**config.mk**
```make
export PLATFORM = sky130hd
export DESIGN_NAME = operand_mux_arbiter
export DESIGN_NICKNAME = d
export VERILOG_FILES = /design/src/rtl/operand_mux_arbiter_pkg.sv /design/src/rtl/operand_mux_arbiter_pick.sv /design/src/rtl/operand_mux_arbiter.sv
export SDC_FILE = /design/constraint.sdc
export NUM_CORES = 1
export LEC_CHECK = 0
export ABC_AREA = 0
export CORE_ASPECT_RATIO = 1.2
export CORE_UTILIZATION = 44
export CTS_CLUSTER_SIZE = 12
export DETAILED_ROUTE_END_ITERATION = 7
export PLACE_DENSITY = 0.73
export SKIP_LAST_GASP = 1
export SLEW_MARGIN = 15
export SYNTH_ARGS = -nofsm -noshare
export SYNTH_HDL_FRONTEND = slang
export SYNTH_SLANG_ARGS = --single-unit
```
**constraint.sdc**
```tcl
create_clock -name clk -period 2.2 [get_ports clk]
set_input_delay 0.55 -clock clk [delete_from_list [all_inputs] [get_ports clk]]
set_output_delay 0.55 -clock clk [all_outputs]
set_load 0.1 [all_outputs]
```
**src/rtl/operand_mux_arbiter_pkg.sv**
```systemverilog
// Shared types and constants for the operand mux arbiter.
package operand_mux_arbiter_pkg;

    // Grant state of the shared operand mux.
    typedef enum logic [1:0] {
        IDLE   = 2'd0,
        SERVE1 = 2'd1,
        SERVE2 = 2'd2
    } state_t;

    // Mux select encoding; also used as the source id (1 = in1, 0 = in2).
    localparam logic SEL_IN1 = 1'b1;
    localparam logic SEL_IN2 = 1'b0;

endpackage

```
**src/rtl/operand_mux_arbiter_pick.sv**
```systemverilog
// Two-requester round-robin pick: when both request, the source that was
// not served last wins; a lone requester always wins.
import operand_mux_arbiter_pkg::*;

module rr_pick2 (
    input  logic v1,
    input  logic v2,
    input  logic last,
    output logic grant_valid,
    output logic grant_src
);

    // Combinational pick; grant_src uses the mux select encoding.
    always_comb begin
        grant_valid = v1 | v2;
        grant_src   = SEL_IN2;
        if (v1 && v2) begin
            grant_src = (last == SEL_IN1) ? SEL_IN2 : SEL_IN1;
        end else if (v1) begin
            grant_src = SEL_IN1;
        end
    end

endmodule

```
**src/rtl/operand_mux_arbiter.sv**
```systemverilog
// Round-robin arbiter sharing one registered 2:1 operand mux between two
// requesters, with burst-limited grants and a single valid/ready output.
//
// Handshake: every stream (in1, in2, out) transfers a beat on a rising edge
// where valid and ready are both high. Valid never depends on ready. The
// input readies are decoded from registered state and out_ready only, so
// there is no combinational path from inX_valid to inX_ready.
import operand_mux_arbiter_pkg::*;

module operand_mux_arbiter #(
    parameter int WIDTH = 4,
    parameter int BURST = 4
) (
    input  logic             clk,
    input  logic             rst,
    input  logic             in1_valid,
    input  logic [WIDTH-1:0] in1_data,
    output logic             in1_ready,
    input  logic             in2_valid,
    input  logic [WIDTH-1:0] in2_data,
    output logic             in2_ready,
    output logic             out_valid,
    output logic [WIDTH-1:0] out_data,
    input  logic             out_ready,
    output logic             select,
    output logic             out_src,
    output logic             busy,
    output state_t           dbg_state
);

    localparam int CNT_W = $clog2(BURST + 1);
    localparam logic [CNT_W-1:0] LAST_BEAT = CNT_W'(BURST - 1);
    localparam logic [CNT_W-1:0] CNT_ONE   = CNT_W'(1);

    state_t           state_q;
    logic [CNT_W-1:0] cnt_q;
    logic             last_q;
    logic             out_valid_q;
    logic [WIDTH-1:0] out_data_q;
    logic             out_src_q;
    logic             select_q;

    logic             slot_free;
    logic             serving;
    logic             cur_src;
    logic             cur_valid;
    logic [WIDTH-1:0] cur_data;
    logic             beat;
    logic             leave;
    logic             pick_last;
    logic             grant_valid;
    logic             grant_src;

    // Output slot can take a new operand when empty or being drained now.
    assign slot_free = !out_valid_q || out_ready;
    assign in1_ready = (state_q == SERVE1) && slot_free;
    assign in2_ready = (state_q == SERVE2) && slot_free;

    // Decode the granted source, beat and grant-release conditions.
    always_comb begin
        serving   = (state_q == SERVE1) || (state_q == SERVE2);
        cur_src   = (state_q == SERVE1) ? SEL_IN1 : SEL_IN2;
        cur_valid = (state_q == SERVE1) ? in1_valid : in2_valid;
        cur_data  = (state_q == SERVE1) ? in1_data : in2_data;
        beat      = (in1_valid && in1_ready) || (in2_valid && in2_ready);
        // Release on the beat that completes the burst, or when the granted
        // requester has nothing to send this cycle.
        leave     = serving && ((beat && (cnt_q == LAST_BEAT)) || !cur_valid);
        // While serving, the source being released counts as "last" so the
        // exit pick already sees the updated pointer.
        pick_last = serving ? cur_src : last_q;
    end

    rr_pick2 u_pick (
        .v1          (in1_valid),
        .v2          (in2_valid),
        .last        (pick_last),
        .grant_valid (grant_valid),
        .grant_src   (grant_src)
    );

    // Grant FSM, beat counter, round-robin pointer and output register.
    always_ff @(posedge clk or posedge rst) begin
        if (rst) begin
            state_q     <= IDLE;
            cnt_q       <= '0;
            last_q      <= SEL_IN2;
            out_valid_q <= 1'b0;
            out_data_q  <= '0;
            out_src_q   <= 1'b0;
            select_q    <= SEL_IN2;
        end else begin
            if (beat) begin
                out_valid_q <= 1'b1;
                out_data_q  <= cur_data;
                out_src_q   <= cur_src;
            end else if (out_ready) begin
                out_valid_q <= 1'b0;
            end

            case (state_q)
                IDLE: begin
                    if (grant_valid) begin
                        state_q  <= (grant_src == SEL_IN1) ? SERVE1 : SERVE2;
                        select_q <= grant_src;
                        cnt_q    <= '0;
                    end
                end
                SERVE1, SERVE2: begin
                    if (leave) begin
                        last_q <= cur_src;
                        cnt_q  <= '0;
                        if (grant_valid) begin
                            state_q  <= (grant_src == SEL_IN1) ? SERVE1 : SERVE2;
                            select_q <= grant_src;
                        end else begin
                            state_q <= IDLE;
                        end
                    end else if (beat) begin
                        cnt_q <= cnt_q + CNT_ONE;
                    end
                end
                default: begin
                    state_q <= IDLE;
                    cnt_q   <= '0;
                end
            endcase
        end
    end

    assign out_valid = out_valid_q;
    assign out_data  = out_data_q;
    assign out_src   = out_src_q;
    assign select    = select_q;
    assign busy      = (state_q != IDLE);
    assign dbg_state = state_q;

endmodule

```
==> results.toml <==
[floorplanning]
rows = 16
dieArea_um2 = 1930
core_um2 = 1640
start_util_pct = 47.2
pin_count = 25
die_w_um = 40.3
die_height_um = 48.0

[timing]
maxSlewViolCount = 0
setup_viol = 0
tightest_slew_ps = 495
fin_crit_sh_pct = 96.4
clock_skew_ps = 0.306
hold_viol = 0
relSlewSlack_pct = 67.0
tns_ps = 0
period_minus_slack_ps = 2120
fmax_mhz = 471
rsz0062_at_grt = "false"

[clocking]
cts_resized = 0
cts_buffers = 3
clock_latency_ps = 270
clock_sinks = 13
cts_hold_buf = 0
clk_pin_slew_ps = 80
cts_buffer_depth = 2
cts_tree = "done"
cts-htree-levels = 1
postCtsSetupRepairBufs = 0
cts_root_buf = "clkbuf_4"

[synth]
synthCells = 76
synth_area_um2 = 774
ys_async_sr_fraction_pct = 100
seq_area_frac_synth_pct = 42.0
yosysWarnings = 0
synth_ff_type = "dfrtp_1"
synth_area_leaders = "dfrtp_1 42%, ha_1 9.7%, mux2i_1 6.5%"
syn_area_per_cell_um2 = 10.2
yosysTopAreaCellShare_pct = 42.0
ys_ff_latch = 13
yosysUniqueCellTypes = 26
yosysTopAreaCell = "dfrtp_1"
synth_edf_count = 0
syn_nets = 95

[hold_path]
hold_path_depth = 2
holdPathEnd = "out_data[2]$_DFFE_PP0P_"
min-delay-path-class = "reg -> reg"
worstHoldStart = "out_data[2]$_DFFE_PP0P_"

[global_route]
gr-total-overflow = 0
grt_busiest_layer = "met2"
grt_pass1_vias = 611
use_met1_pct = 23.2
grt_max_degree = 14
antenna_found_initial = 0
grt_pass1_wl_um = 2480
grt_usage_pct = 19.2
use_met2_pct = 34.5
grtUsageMet3_pct = 2.79

[worst_setup_path]
end_kind = "output port"
r2r-end = "cnt_q[1]$_DFFE_PP0P_"
required_ps = 1650
worstRegToRegCells = 6
worstPathArrival_ps = 1570
crit_type = "in -> out"
cp_max_fo = 5
r2r-start = "dbg_state[1]$_DFFE_PP0P_"
critical_path.startpoint_type = "input pin"
rrSetupSlack_ps = 360

[place]
io_buffers = 24
place_congestion = 0.668
place_area_um2 = 1060
hpwl_um = 1230
place_inst = 120

[layout]
syn_to_final_growth_pct = 40.7
design_area_um2 = 1090
drive_gt1_share_pct = 27.4
final_cell_mix = "12 x nand2_1, 12 x clkdlybuf4s50_1, 12 x buf_4, 11 x dfrtp_1, 7 x inv_1"
instances_no_fill = 124
layout.nets = 126
n_antenna_cell = 0
fillers = 145

[job]
drv_cap = 0

[routing]
viasPerCell = 5.23
ant_nets = 0
drtIter0Drc = 7
drc = 0
wl_per_cell_um = 12.1
dr.pass1.iters = 4
via_count = 648
routed_wl_um = 1500

[status]
status = "finished, final reports clean"
==> cell type report <==
class	count	area [um2]	area share, %
well taps	18	22.5	2.07
clock buffers	4	26.3	2.41
inverters	8	33.8	3.10
repair buffers	27	270	24.8
flip-flops and latches	13	328	30.1
multi-input cells	54	409	37.5
==> worst max-delay path by stage <==
stage	start	endpoint	slack [ps]	cells after the start
6_report	out_ready	in2_ready	80	4
5_1_grt	out_ready	in1_ready	40	4
4_1_cts	out_ready	in2_ready	80	4
3_5_place_dp	out_ready	in2_ready	80	4
3_3_place_gp	in1_valid	dbg_state[1]$_DFFE_PP0P_	100	5
2_1_floorplan	dbg_state[0]$_DFFE_PP0P_	in1_ready	80	3
==> cells by family after synthesis <==
| kind of cell | after synthesis | share of synthesized area (%) |
|---|---|---|
| and+or+nand+nor | 24 | 14.5 |
| buffers and inverters | 9 | 5.33 |
| DFF | 13 | 42.0 |
| AOI/OAI and AO/OA | 17 | 18.6 |
| adders and majority gates | 6 | 9.69 |
| muxes | 7 | 9.85 |
==> through the flow <==
| step | setup slack, ps | hold WS (ps) | util, % |
|---|---|---|---|
| 2_1_floorplan | 80.4 | 427 | - |
| 3_3_place_gp | 104 | 463 | 64.8 |
| 3_5_place_dp | 82.8 | 474 | 64.8 |
| 4_1_cts | 78.3 | 494 | 66.4 |
| 5_1_grt | 40.3 | 519 | 66.4 |
| 6_report | 78.7 | 486 | 66.4 |
==> sequential cells by signal (all words and copies together) (netlist names) <==
| signal | count |
|---|---|
| select | 1 |
| last_q | 1 |
| dbg_state | 2 |
| out_valid | 1 |
| out_src | 1 |
| cnt_q | 3 |
| out_data | 4 |
==> cells in the mapped netlist (2+ instances only) <==
cell	count
dfrtp_1	13
nand2_1	12
inv_1	8
ha_1	6
mux2i_1	5
nor2_1	4
o21ai_0	4
a21boi_0	2
a22o_2	2
a22oi_1	2
a31oi_1	2
nand2b_1	2
==> routing by layer <==
metal	routed length (um)	vias to the layer above
met1	691	300
met3	69	2
met4	12	0
met5	0	-
li1	-	325
met2	729	21
==> critical path, cell delays in order <==
cell	delay, ps
clkdlybuf4s50_1	420
nand2b_1	200
and2_2	230
buf_12	160
Power is not shown: default switching activity piles up to over one toggle a cycle in this logic, so the estimate is an artifact.
